===== src/rtl/id_decode_stage_pkg.sv =====
// Shared decode constants for the RV64I ID stage:
// opcodes, funct3 values, ALU op codes and the control bundle.
package id_decode_stage_pkg;

  localparam int XLEN_D  = 64;
  localparam int NREGS_D = 32;

  localparam logic [6:0] OPC_OP     = 7'b0110011;
  localparam logic [6:0] OPC_OP32   = 7'b0111011;
  localparam logic [6:0] OPC_OPIMM  = 7'b0010011;
  localparam logic [6:0] OPC_OPIMM32 = 7'b0011011;
  localparam logic [6:0] OPC_LOAD   = 7'b0000011;
  localparam logic [6:0] OPC_STORE  = 7'b0100011;
  localparam logic [6:0] OPC_BRANCH = 7'b1100011;
  localparam logic [6:0] OPC_LUI    = 7'b0110111;
  localparam logic [6:0] OPC_JAL    = 7'b1101111;
  localparam logic [6:0] OPC_JALR   = 7'b1100111;

  localparam logic [2:0] F3_ADD  = 3'b000;
  localparam logic [2:0] F3_SLL  = 3'b001;
  localparam logic [2:0] F3_SLT  = 3'b010;
  localparam logic [2:0] F3_SLTU = 3'b011;
  localparam logic [2:0] F3_XOR  = 3'b100;
  localparam logic [2:0] F3_SR   = 3'b101;
  localparam logic [2:0] F3_OR   = 3'b110;
  localparam logic [2:0] F3_AND  = 3'b111;

  localparam logic [2:0] F3_BEQ  = 3'b000;
  localparam logic [2:0] F3_BNE  = 3'b001;

  typedef enum logic [3:0] {
    ALU_ADD   = 4'b0000,
    ALU_SUB   = 4'b0001,
    ALU_AND   = 4'b0010,
    ALU_OR    = 4'b0011,
    ALU_XOR   = 4'b0100,
    ALU_SLL   = 4'b0101,
    ALU_SRL   = 4'b0110,
    ALU_SRA   = 4'b0111,
    ALU_SLT   = 4'b1000,
    ALU_SLTU  = 4'b1001,
    ALU_PASSB = 4'b1010
  } alu_op_e;

  typedef struct packed {
    logic mem_read;
    logic mem_to_reg;
    logic mem_write;
    logic alu_src;
    logic reg_write;
    logic beq;
    logic bne;
    logic jal;
    logic jalr;
  } ctrl_t;

endpackage


===== src/rtl/id_regfile.sv =====
// 32x64 integer register file, 2R/1W, async active-low clear,
// x0 hardwired to zero, write-through bypass on both read ports.
module id_regfile
  import id_decode_stage_pkg::*;
#(
  parameter int XLEN  = 64,
  parameter int NREGS = 32
) (
  input  logic            clk,
  input  logic            reset,
  input  logic [4:0]      ra1,
  input  logic [4:0]      ra2,
  input  logic [4:0]      wa,
  input  logic [XLEN-1:0] wd,
  input  logic            we,
  output logic [XLEN-1:0] rd1,
  output logic [XLEN-1:0] rd2
);

  logic [XLEN-1:0] regs [1:NREGS-1];
  logic            wr_en;

  assign wr_en = we && (wa != 5'd0);

  always_ff @(posedge clk or negedge reset) begin
    if (!reset) begin
      for (int i = 1; i < NREGS; i++) begin
        regs[i] <= '0;
      end
    end else if (wr_en) begin
      regs[wa] <= wd;
    end
  end

  // WB result is forwarded so ID sees it in the same cycle
  always_comb begin
    rd1 = '0;
    if (ra1 != 5'd0) begin
      rd1 = (wr_en && wa == ra1) ? wd : regs[ra1];
    end
  end

  always_comb begin
    rd2 = '0;
    if (ra2 != 5'd0) begin
      rd2 = (wr_en && wa == ra2) ? wd : regs[ra2];
    end
  end

endmodule


===== src/rtl/id_decode_stage.sv =====
// RV64I instruction-decode stage: register file, main control
// decoder, ALU-op decoder and immediate generator.
module id_decode_stage
  import id_decode_stage_pkg::*;
#(
  parameter int XLEN  = 64,
  parameter int NREGS = 32
) (
  input  logic            clk,
  input  logic            reset,
  input  logic [31:0]     instruction_D,
  input  logic [63:0]     PC_D,
  input  logic [XLEN-1:0] write_data,
  input  logic [4:0]      write_reg,
  input  logic            reg_write,
  output logic [XLEN-1:0] data_rs1,
  output logic [XLEN-1:0] data_rs2,
  output logic [XLEN-1:0] imm_val,
  output logic [4:0]      rs1,
  output logic [4:0]      rs2,
  output logic [4:0]      rd,
  output logic [3:0]      ALUop,
  output logic            MemReadEn,
  output logic            MemToReg,
  output logic            MemWriteEn,
  output logic            ALUSrc,
  output logic            RegWrite,
  output logic            BEQ,
  output logic            BNE,
  output logic            JALen,
  output logic            JALRen
);

  logic [31:0]     ins;
  logic [6:0]      opcode;
  logic [2:0]      funct3;
  logic            f7b5;
  logic [XLEN-1:0] imm_i, imm_s, imm_b, imm_u, imm_j;
  alu_op_e         arith_op;
  alu_op_e         alu_op;
  ctrl_t           ctrl;
  logic            pc_unused;

  assign ins    = instruction_D;
  assign opcode = ins[6:0];
  assign funct3 = ins[14:12];
  assign f7b5   = ins[30];

  assign rs1 = ins[19:15];
  assign rs2 = ins[24:20];
  assign rd  = ins[11:7];

  assign pc_unused = ^PC_D;

  id_regfile #(
    .XLEN  (XLEN),
    .NREGS (NREGS)
  ) u_regfile (
    .clk   (clk),
    .reset (reset),
    .ra1   (rs1),
    .ra2   (rs2),
    .wa    (write_reg),
    .wd    (write_data),
    .we    (reg_write),
    .rd1   (data_rs1),
    .rd2   (data_rs2)
  );

  assign imm_i = {{(XLEN-12){ins[31]}}, ins[31:20]};
  assign imm_s = {{(XLEN-12){ins[31]}}, ins[31:25], ins[11:7]};
  assign imm_b = {{(XLEN-13){ins[31]}}, ins[31], ins[7],
                  ins[30:25], ins[11:8], 1'b0};
  assign imm_u = {{(XLEN-32){ins[31]}}, ins[31:12], 12'b0};
  assign imm_j = {{(XLEN-21){ins[31]}}, ins[31], ins[19:12],
                  ins[20], ins[30:21], 1'b0};

  // Immediate forms never produce SUB; shifts keep SRA via funct7[5]
  always_comb begin
    arith_op = ALU_ADD;
    unique case (funct3)
      F3_ADD: begin
        if (f7b5 && (opcode == OPC_OP || opcode == OPC_OP32))
          arith_op = ALU_SUB;
        else
          arith_op = ALU_ADD;
      end
      F3_SLL:  arith_op = ALU_SLL;
      F3_SLT:  arith_op = ALU_SLT;
      F3_SLTU: arith_op = ALU_SLTU;
      F3_XOR:  arith_op = ALU_XOR;
      F3_SR:   arith_op = f7b5 ? ALU_SRA : ALU_SRL;
      F3_OR:   arith_op = ALU_OR;
      F3_AND:  arith_op = ALU_AND;
      default: arith_op = ALU_ADD;
    endcase
  end

  always_comb begin
    ctrl    = '0;
    alu_op  = ALU_ADD;
    imm_val = '0;
    unique case (1'b1)
      (opcode == OPC_OP),
      (opcode == OPC_OP32): begin
        ctrl.reg_write = 1'b1;
        alu_op         = arith_op;
      end
      (opcode == OPC_OPIMM),
      (opcode == OPC_OPIMM32): begin
        ctrl.reg_write = 1'b1;
        ctrl.alu_src   = 1'b1;
        alu_op         = arith_op;
        imm_val        = imm_i;
      end
      (opcode == OPC_LOAD): begin
        ctrl.reg_write  = 1'b1;
        ctrl.alu_src    = 1'b1;
        ctrl.mem_read   = 1'b1;
        ctrl.mem_to_reg = 1'b1;
        imm_val         = imm_i;
      end
      (opcode == OPC_STORE): begin
        ctrl.alu_src   = 1'b1;
        ctrl.mem_write = 1'b1;
        imm_val        = imm_s;
      end
      (opcode == OPC_BRANCH): begin
        ctrl.beq = (funct3 == F3_BEQ);
        ctrl.bne = (funct3 == F3_BNE);
        alu_op   = ALU_SUB;
        imm_val  = imm_b;
      end
      (opcode == OPC_LUI): begin
        ctrl.reg_write = 1'b1;
        ctrl.alu_src   = 1'b1;
        alu_op         = ALU_PASSB;
        imm_val        = imm_u;
      end
      (opcode == OPC_JAL): begin
        ctrl.reg_write = 1'b1;
        ctrl.jal       = 1'b1;
        imm_val        = imm_j;
      end
      (opcode == OPC_JALR): begin
        ctrl.reg_write = 1'b1;
        ctrl.alu_src   = 1'b1;
        ctrl.jalr      = 1'b1;
        imm_val        = imm_i;
      end
      default: begin
        ctrl    = '0;
        alu_op  = ALU_ADD;
        imm_val = '0;
      end
    endcase
  end

  assign ALUop      = alu_op;
  assign MemReadEn  = ctrl.mem_read;
  assign MemToReg   = ctrl.mem_to_reg;
  assign MemWriteEn = ctrl.mem_write;
  assign ALUSrc     = ctrl.alu_src;
  assign RegWrite   = ctrl.reg_write;
  assign BEQ        = ctrl.beq;
  assign BNE        = ctrl.bne;
  assign JALen      = ctrl.jal;
  assign JALRen     = ctrl.jalr;

endmodule


===== config.mk =====
export PLATFORM = sky130hd
export DESIGN_NAME = id_decode_stage
export DESIGN_NICKNAME = d
export VERILOG_FILES = /design/src/rtl/id_decode_stage_pkg.sv /design/src/rtl/id_regfile.sv /design/src/rtl/id_decode_stage.sv
export SDC_FILE = /design/constraint.sdc
export NUM_CORES = 2
export LEC_CHECK = 0
export CAP_MARGIN = 15
export CORE_MARGIN = 2
export CORE_UTILIZATION = 45
export CTS_CLUSTER_DIAMETER = 40
export DETAILED_ROUTE_END_ITERATION = 10
export PLACE_DENSITY = 0.66
export SLEW_MARGIN = 40
export SYNTH_ARGS = -nofsm -noshare
export SYNTH_HDL_FRONTEND = slang
export SYNTH_SLANG_ARGS = --single-unit

===== constraint.sdc =====
create_clock -name clk -period 3.8 [get_ports clk]
set_input_delay 0.76 -clock clk [delete_from_list [all_inputs] [get_ports clk]]
set_output_delay 0.76 -clock clk [all_outputs]
set_load 0.01 [all_outputs]

==> parameters.txt <==
Parameter                              Value

Outcome
  Run status    complete, but fails checks
  Violations in the final reports    setup timing

Clock network
  Maximum buffer depth of the clock tree    4
  Clock tree from TritonCTS    done
  Clock transition at the registers of the reported paths    0.05 ns
  Number of clock sinks seen by CTS    1984
  Insertion delay to the later sink of the worst-skew pair    0.94 ns
  Clock tree root driver cell    clkbuf_16
  Number of buffers inserted during clock tree synthesis    333
  Htree depth    5

Synth
  Number of warnings printed during yosys synthesis    0
  Number of cells produced by synthesis    7385
  Count of flip-flops with a built-in enable after synthesis    0
  Sequential share of the synthesized area    0.463
  Async set or reset register ratio after synthesis    1.00
  Fraction of post-synthesis cell area in the top cell type by area    0.463
  Xor-xnor portion of the synthesized cell area    0.000817
  Post-synthesis mux area share    0.418
  Post-synthesis share of cell area spent on and, or, nand and nor gates    0.0217
  Yosys reg bits    1984
  Adder-cell area share of the yosys netlist    0
  Biggest area contributors in the synthesized netlist    dfrtp_1 (46%), mux2_2 (22%), mux4_2 (18%), a22oi_1 (1.8%), buf_2 (1.5%)
  Yosys cell types    60
  Cell area after technology mapping    0.107 mm²
  Complex-gate fraction of the synthesized area    0.0547
  Most used flip-flop cell after synthesis    dfrtp_1
  Main combinational cell family by area after synthesis    multiplexers
  Syn_area_per_cell    14.5 µm²
  Net Count, Synth    7553
  Cell type contributing the most total cell area after synthesis    dfrtp_1

Finish
  Post-layout instance count excluding filler cells    11.5k
  Final net count    8294
  P&R area growth vs syn    25.2%
  Final cell utilization of the core    0.565
  Regs by FF count    u_regfile.regs (1984)
  Flip-flop count of the largest register after layout    1984
  Top reg by flops    u_regfile.regs
  Ratio of cells with drive above 1 in the final layout    0.564

Detailed routing
  Count of antenna-violating nets left after detailed routing    0
  Post-detailed-route DRC marker count    0
  Routed length per placed instance    33.1 µm
  Vias    76.1k
  Wirelength, routed    383000 µm
  Routed vias/inst    6.59
  First drt pass iteration count    6
  Starting DRC count in detailed routing    8839

Global route
  Global route overflow    0
  Total global-route track usage    0.312
  Initial antenna violation count    9
  Maximum number of pins on one net before global-route repair    122
  Vias in the first global route    78.4k
  Wire length of the first global-routing pass    552000 µm

Die
  Floorplan row count    179
  Die W    492 µm
  Die Height    492 µm
  Initial Util    0.452
  Num ports    388
  Placeable core region    0.237 mm²
  Area of the die    0.242 mm²

Worst setup path
  Endpoint required time on the critical path    3.04 ns
  Critical Path Sink Type    output pin
  Minimum setup slack among reg-to-reg paths    2.98 ns
  Worst setup path class    input pin to output pin
  Critical-path maximum fanout    10
  Number of cells on the worst reg-to-reg path    1
  CP Data Arrival Time    3.06 ns
  Reg-to-reg critical path startpoint    u_regfile.regs[1034]
  Critical R2R Capture    u_regfile.regs[1034]
  Crit path launch type    input pin

Run
  Max-capacitance violation count    0

Timing
  Setup violation total in the final timing report    4
  Number of hold violations in the final report    0
  Slew headroom    0.456
  Fin Clk Skew    0 ns
  Final Critical Period    3.82 ns
  Ratio of final minimum period to clock period    1.01
  Setup TNS after final layout    -0.0403 ns
  Final slew viol count    0
  Fmax    262 MHz
  Setup slack of the critical path after layout    -0.0238 ns
  Worst Tran Pin Value    0.814 ns
  RSZ-0062 raised after global routing    true

Place
  Pre-CTS WS    -0.709 ns
  Placer congestion estimate    0.856
  Post-Place Cells    10.8k
  Detailed-placement wirelength estimate    223000 µm
  Number of I/O port buffers    323

Pwr
  Leakage component of the power    58.3 nW
  Power density cells    550 mW/mm²
  IR drop worst, VDD    0.381 mV

Hold path
  Worst Hold Class    input pin to asynchronous set/reset pin
-- repair_timing --
item,CTS,global route
pin swaps,37,18
hold buffers,1,0
endpoints found under the setup margin,139,124
resized for setup,451,133
cloned,29,4
buffers inserted,87,40
endpoints found under the hold margin,14,0
-- kinds of logic (layout without fill, tap and decap cells) --
| kind of cell | after synthesis | after routing |
|---|---|---|
| simple gates | 509 | 509 |
| xor+xnor | 10 | 10 |
| other cells | 0 | 3 |
| compound gates | 836 | 836 |
| mux | 3122 | 3122 |
| flops | 1984 | 1984 |
| buf+inv | 924 | 1917 |
-- routing by layer --
metal | vias up | share of wire | GRT usage
li1 | 30140 | - | -
met1 | 40728 | 0.38 | 0.410
met2 | 4098 | 0.47 | 0.487
met3 | 1096 | 0.088 | 0.0634
met4 | 8 | 0.059 | 0.167
met5 | - | 0.00014 | 0
-- area by class of cell --
cell class | count | area [µm²]
Inverter | 60 | 230
Fill cell | 18589 | 103000
Clock inverter | 192 | 2260
Tap cell | 3167 | 3960
Clock buffer | 395 | 8980
Timing Repair Buffer | 1270 | 14700
Antenna cell | 3 | 7.51
Sequential cell | 1984 | 49600
Multi-Input combinational cell | 4477 | 54400
-- worst max-delay path by stage --
stage                           start           end  slack, ns  cells after the start
floorplan            instruction_D[2]   imm_val[32]       0.15                      6
finish              instruction_D[15]  data_rs1[60]      -0.02                     13
global route        instruction_D[15]   data_rs1[3]      -0.06                     11
detailed placement       write_reg[0]  data_rs1[20]      -0.71                      9
global placement         write_reg[1]  data_rs1[60]      -1.10                      8
CTS                 instruction_D[15]   data_rs1[4]      -0.20                     11
-- synth_stat cells, types with 13 or more instances --
library cell,count
buf_1,41
o22a_1,21
nand2_1,162
nand3_1,80
nor3_1,50
buf_4,111
clkbuf_1,367
nor2_1,138
nor2_2,16
o22ai_1,58
mux4_2,874
a22oi_1,252
nor2b_1,16
a2111oi_0,23
inv_1,59
a221oi_1,136
buf_6,25
a21o_1,19
mux2i_1,155
a22o_1,13
mux2_2,2083
a21oi_1,95
o21ai_1,23
buf_2,319
dfrtp_1,1984
o21ai_0,141
-- where the power goes --
group	internal, mW	leakage, nW	switching (mW)
registers	25.3	25.4	3.08
clock network	19.3	5.45	11.3
logic	8.86	27.5	5.97
-- critical path: stages --
cell,delay (ns)
buf_16,0.14
buf_6,0.15
buf_12,0.15
buf_4,0.14
buf_8,0.14
buf_4,0.15
mux2_2,0.22
o221ai_1,0.12
a21oi_1,0.16
nor2_1,0.06
buf_4,0.15
o41ai_4,0.47
buf_2,0.21
-- stage by stage --
step	hold slack [ns]	power, mW	cell area, µm²
floorplan	0.459	37.4	107000
global route	0.381	76.3	134000
detailed placement	0.489	42.7	119000
global placement	0.475	41.9	119000
CTS	0.340	73.7	133000
finish	0.374	73.8	134000
-- cell usage in the layout (no fill, tap or decap), types with 98 or more instances in the layout --
| cell | count |
|---|---|
| mux2_2 | 2083 |
| dfrtp_1 | 1984 |
| mux4_2 | 874 |
| buf_4 | 604 |
| clkbuf_16 | 343 |
| a22oi_1 | 228 |
| buf_12 | 226 |
| clkdlybuf4s50_1 | 175 |
| nand2_1 | 150 |
| mux2i_1 | 148 |
| nor2_1 | 135 |
| a221oi_1 | 98 |
| o21ai_0 | 98 |
Power figures use the tool's default switching activity.
